**config.mk**
```make
export PLATFORM = sky130hd
export DESIGN_NAME = line_window_3x3
export DESIGN_NICKNAME = d
export VERILOG_FILES = /design/src/rtl/cnn_pkg.sv /design/src/rtl/line_window_3x3_line_ram.sv /design/src/rtl/line_window_3x3.sv
export SDC_FILE = /design/constraint.sdc
export NUM_CORES = 1
export LEC_CHECK = 0
export CAP_MARGIN = 5
export CORE_UTILIZATION = 60
export CTS_BUF_LIST = sky130_fd_sc_hd__clkbuf_8
export DETAILED_ROUTE_END_ITERATION = 6
export PLACE_DENSITY = 0.8
export SLEW_MARGIN = 20
export SYNTH_ARGS = -nofsm -noshare
export SYNTH_HDL_FRONTEND = slang
export SYNTH_HIERARCHICAL = 1
export SYNTH_SLANG_ARGS = --single-unit
```
**constraint.sdc**
```tcl
create_clock -name clk -period 10.5 [get_ports clk]
set_clock_uncertainty 0.15 [all_clocks]
set_input_delay 2.1 -clock clk [delete_from_list [all_inputs] [get_ports clk]]
set_output_delay 2.1 -clock clk [all_outputs]
set_load 0.01 [all_outputs]
```
**src/rtl/cnn_pkg.sv**
```systemverilog
// Shared definitions for the CNN datapath: pixel width and the 3x3 tap ordering.
package cnn_pkg;

  localparam int unsigned PIX_WIDTH = 9;
  localparam int unsigned WIN_TAPS  = 9;
  localparam int unsigned WIN_DIM   = 3;

  // Row-major tap indices: A0..A2 oldest row, A6..A8 newest row, A8 newest pixel.
  localparam int unsigned A0 = 0;
  localparam int unsigned A1 = 1;
  localparam int unsigned A2 = 2;
  localparam int unsigned A3 = 3;
  localparam int unsigned A4 = 4;
  localparam int unsigned A5 = 5;
  localparam int unsigned A6 = 6;
  localparam int unsigned A7 = 7;
  localparam int unsigned A8 = 8;

  function automatic int unsigned win_idx(input int unsigned r, input int unsigned c);
    return r * WIN_DIM + c;
  endfunction

endpackage

```
**src/rtl/line_window_3x3_line_ram.sv**
```systemverilog
// One image-row circular buffer; asynchronous read so the old entry is seen on the write edge.
module line_ram #(
  parameter int unsigned WIDTH = 9,
  parameter int unsigned DEPTH = 28,
  parameter int unsigned AW    = 5
) (
  input  logic             clk,
  input  logic             we,
  input  logic [AW-1:0]    addr,
  input  logic [WIDTH-1:0] wr_data,
  output logic [WIDTH-1:0] rd_data
);

  logic [WIDTH-1:0] mem [DEPTH];

  assign rd_data = mem[addr];

  // Storage write; no reset so the array maps onto distributed RAM.
  always_ff @(posedge clk) begin
    if (we) mem[addr] <= wr_data;
  end

endmodule

```
**src/rtl/line_window_3x3.sv**
```systemverilog
// Streaming 3x3 window generator: two line buffers, a shift window and a one-deep output register.
module line_window_3x3
  import cnn_pkg::*;
#(
  parameter int unsigned WIDTH = PIX_WIDTH,
  parameter int unsigned IMG_W = 28,
  parameter int unsigned IMG_H = 28
) (
  input  logic             clk,
  input  logic             rst_n,
  input  logic [WIDTH-1:0] pix_in,
  input  logic             pix_valid,
  output logic             pix_ready,
  output logic [WIDTH-1:0] a0_out,
  output logic [WIDTH-1:0] a1_out,
  output logic [WIDTH-1:0] a2_out,
  output logic [WIDTH-1:0] a3_out,
  output logic [WIDTH-1:0] a4_out,
  output logic [WIDTH-1:0] a5_out,
  output logic [WIDTH-1:0] a6_out,
  output logic [WIDTH-1:0] a7_out,
  output logic [WIDTH-1:0] a8_out,
  output logic             win_valid,
  input  logic             win_ready,
  output logic             win_last
);

  localparam int unsigned CW = $clog2(IMG_W);
  localparam int unsigned RW = $clog2(IMG_H);

  logic [CW-1:0]    col;
  logic [RW-1:0]    row;
  logic             pix_acc;
  logic             emit;
  logic [WIDTH-1:0] t1, t2;
  logic [WIDTH-1:0] win_q   [WIN_TAPS];
  logic [WIDTH-1:0] nxt_win [WIN_TAPS];
  logic [WIDTH-1:0] a_q     [WIN_TAPS];

  assign pix_ready = !win_valid || win_ready;
  assign pix_acc   = pix_valid && pix_ready;
  assign emit      = (row >= RW'(2)) && (col >= CW'(2));

  line_ram #(.WIDTH(WIDTH), .DEPTH(IMG_W), .AW(CW)) lb1 (
    .clk     (clk),
    .we      (pix_acc),
    .addr    (col),
    .wr_data (pix_in),
    .rd_data (t1)
  );

  line_ram #(.WIDTH(WIDTH), .DEPTH(IMG_W), .AW(CW)) lb2 (
    .clk     (clk),
    .we      (pix_acc),
    .addr    (col),
    .wr_data (t1),
    .rd_data (t2)
  );

  // Post-shift window: every row moves one column left, new right column is {t2, t1, pix_in}.
  always_comb begin
    for (int unsigned r = 0; r < WIN_DIM; r++) begin
      nxt_win[win_idx(r, 0)] = win_q[win_idx(r, 1)];
      nxt_win[win_idx(r, 1)] = win_q[win_idx(r, 2)];
    end
    nxt_win[A2] = t2;
    nxt_win[A5] = t1;
    nxt_win[A8] = pix_in;
  end

  // Shift window register; deliberately unreset, stale content is never emitted after reset.
  always_ff @(posedge clk) begin
    if (pix_acc) begin
      for (int unsigned i = 0; i < WIN_TAPS; i++) win_q[i] <= nxt_win[i];
    end
  end

  // Raster position of the next pixel to be accepted.
  always_ff @(posedge clk or negedge rst_n) begin
    if (!rst_n) begin
      col <= '0;
      row <= '0;
    end else if (pix_acc) begin
      if (col == CW'(IMG_W - 1)) begin
        col <= '0;
        row <= (row == RW'(IMG_H - 1)) ? '0 : row + RW'(1);
      end else begin
        col <= col + CW'(1);
      end
    end
  end

  // Output register: load on qualifying accept, otherwise drop valid once taken downstream.
  always_ff @(posedge clk or negedge rst_n) begin
    if (!rst_n) begin
      win_valid <= 1'b0;
      win_last  <= 1'b0;
      for (int unsigned i = 0; i < WIN_TAPS; i++) a_q[i] <= '0;
    end else if (pix_acc && emit) begin
      win_valid <= 1'b1;
      win_last  <= (row == RW'(IMG_H - 1)) && (col == CW'(IMG_W - 1));
      for (int unsigned i = 0; i < WIN_TAPS; i++) a_q[i] <= nxt_win[i];
    end else if (win_ready) begin
      win_valid <= 1'b0;
    end
  end

  assign a0_out = a_q[A0];
  assign a1_out = a_q[A1];
  assign a2_out = a_q[A2];
  assign a3_out = a_q[A3];
  assign a4_out = a_q[A4];
  assign a5_out = a_q[A5];
  assign a6_out = a_q[A6];
  assign a7_out = a_q[A7];
  assign a8_out = a_q[A8];

endmodule

```
==> flow_summary.yaml <==
run_status:
  status: "finished, final reports clean"
critical_path:
  critical-path-slowest-cell: "clkdlybuf4s50_1"
  cp_max_fo: 4
  crit_top_cell: "clkdlybuf4s50_1"
  cp_data_required_time_ps: 8250
  crit_type: "input pin to output pin"
  crit_path_end_kind: "output pin"
  crit_arrival_ps: 3490
  slowest_delay_ps: 680
  crit_chain: "clkdlybuf4s50_1, nor2b_4, inv_1, clkdlybuf4s50_1"
  start_kind: "input pin"
clocking:
  cts_buffers: 96
  clock-root-buffer: "clkbuf_8"
  clkTransAtPathRegs_ps: 60
  ctsHoldBuffers: 0
  tritoncts: "done"
  clock_latency_ps: 660
  cts.sinks: 651
  cts_resized: 0
  htreeDepth: 3
  clockBufferDepth: 3
  cts_setup_buffers: 0
global_routing:
  grt_max_degree: 75
  grt_pass1_vias: 13100
  grt_pass1_wl_um: 79800
  antenna_found_initial: 1
  grt-ovfl-total: 0
  grt_usage_pct: 25.0
finish:
  n_fill_cell: 2474
  final_nets: 1478
  syn_to_final_growth_pct: 12.9
  drive_gt1_share_pct: 21.6
  top_regs: "lb1/mem: 252 flops, lb2/mem: 252 flops, win_q: 54 flops"
  final_cell_mix: "edfxtp_1, clkbuf_8, mux2i_1"
  mostFrequentLayoutCell: "edfxtp_1"
logic_synthesis:
  yosys.area_share.simple_pct: 4.03
  synth_xor_xnor_area_share_pct: 0.0691
  yosysSeqAreaShare_pct: 75.2
  synthesis.nets: 1318
  syn-cell-area_um2: 25400
  synth-seq-cells: 651
  synth_cells: 1301
  async_flop_share_pct: 14.3
  synth_warnings: 6
  synth-adder-area-share_pct: 0.197
  synth_cell_types: 42
  synth_flop_cell: "edfxtp_1"
  synth_top_family_by_area: "multiplexers"
  synth-edff-count: 558
  synth_compound_area_share_pct: 1.95
  syn_area_per_cell_um2: 19.5
  synth.mux.area_fraction_pct: 16.5
timing:
  final.setup.tns_ps: 0
  finalSetupViolCount: 0
  period_needed_ps: 5740
  max_freq_ghz: 0.174
  slew_headroom_pct: 37.1
  maxSlewViolCount: 0
  post-route-period-util_pct: 54.6
  worst_slack_ps: 4760
  hold_viol_final: 0
  worst_slew_pin_slew_ps: 944
  rsz0062_at_grt: "false"
detailed_routing:
  drt_wl_total_um: 52700
  drt_drc_violations_left: 0
  viasPerCell: 6.21
  wl_per_cell_um: 25.4
  drt_iter0_drc: 1405
  dr.pass1.iters: 5
  vias: 12900
  antenna_left: 0
power_and_ir_drop:
  cellLeakagePower_nw: 10.0
  power.density_nw_per_um2: 309
  peakVddDrop_uv: 312
floorplanning:
  die-area_um2: 43100
  die-height_um: 208
  rows: 74
  design.portCount: 97
  die_w_um: 208
  core_area_um2: 41300
  start_util_pct: 61.4
place:
  hpwl_um: 31700
  gp_routability_congestion: 0.906
  portBuffers: 96
  place_ws_ps: 4560
worst_hold_path:
  min_path_type: "register to register"
run:
  cap_violations: 0
-- power by group --
group | internal, mW | switching, mW
clock network | 1.06 | 0.926
registers | 3.62 | 0.222
logic | 1.27 | 1.76
-- path summary, 6_finish.rpt --
| path | start | to | slack (ps) | cells past startpoint |
|---|---|---|---|---|
| worst max-delay path | win_ready | pix_ready | 4760 | 4 |
| worst min-delay path | win_q[5][0] | win_q[4][0] | 290 | 0 |
| worst max register to register | col[0] | a5_out[8] | 6030 | 7 |
| worst min register to register | win_q[5][0] | win_q[4][0] | 290 | 0 |
| max in group asynchronous | rst_n | col[0] | 7980 | 2 |
| min in group asynchronous | rst_n | a0_out[5] | 1170 | 1 |
-- worst max-delay path, delay by kind of cell --
family / cells / cell delay, ps
simple gates: 1 / 70
buf+inv: 3 / 1320
-- cell usage after synthesis (4+ instances only) --
library cell  number  area, um^2
nor2b_1            9        56.3
mux4_2            68        1530
nor2_1            71         267
nand4_1           16         100
and2_1             4        25.0
mux2_2            22         248
nand2_1           71         267
o21ai_0            5        25.0
buf_6              8        90.1
a21oi_1           33         165
mux2i_1           96         961
clkbuf_1          12        45.0
buf_4              4        30.0
buf_12             9         180
o22ai_1           16         100
nand3b_1           8        60.1
buf_1              8        30.0
nand3_1           25         125
mux2_4            79        1190
buf_2             21         105
inv_1              8        30.0
mux4_1            10         263
a22oi_1           17         128
ha_1               4        50.1
edfxtp_1         558       16800
dfrtp_1           93        2330
-- metrics by stage --
| stage | cell area [um^2] | total power, mW | hold slack, ps | util (%) | cells |
|---|---|---|---|---|---|
| finish | 28600 | 8.84 | 294 | 69.3 | 2073 |
| global route | 28600 | 9.17 | 309 | 69.3 | 2071 |
| CTS | 28600 | 8.85 | 295 | 69.3 | 2071 |
| detailed placement | 26700 | 6.87 | 285 | 64.7 | 1895 |
| global placement | 26700 | 6.77 | 281 | 64.7 | 1895 |
| floorplan | 25400 | 5.71 | 277 | - | 1301 |
-- final cells by class --
| type | instances | area (um^2) | area share (%) |
|---|---|---|---|
| sequential | 651 | 19100 | 66.7 |
| multi-input combinational | 580 | 5780 | 20.2 |
| clock buffer | 107 | 1470 | 5.14 |
| inverter | 8 | 30.0 | 0.105 |
| clock inverter | 69 | 423 | 1.48 |
| timing repair buffer | 124 | 1170 | 4.09 |
| tap | 532 | 666 | 2.32 |
| antenna | 2 | 5.00 | 0.0175 |
-- metal layers --
layer / track usage (%) / wire length (um) / vias up
li1: - / - / 5480
met1: 35.9 / 21200 / 6498
met2: 37.5 / 24400 / 792
met3: 6.85 / 5520 / 110
met4: 8.68 / 1540 / 2
met5: 0 / 13 / -
-- kinds of logic after synthesis --
kind of cell / count (synthesis)
AO/OA/AOI/OAI: 80
XOR/XNOR: 2
adder cells (fa/ha/maj): 4
buffers and inverters: 70
flip-flops: 651
multiplexers: 275
AND/OR/NAND/NOR: 219
Power figures use the tool's default switching activity.
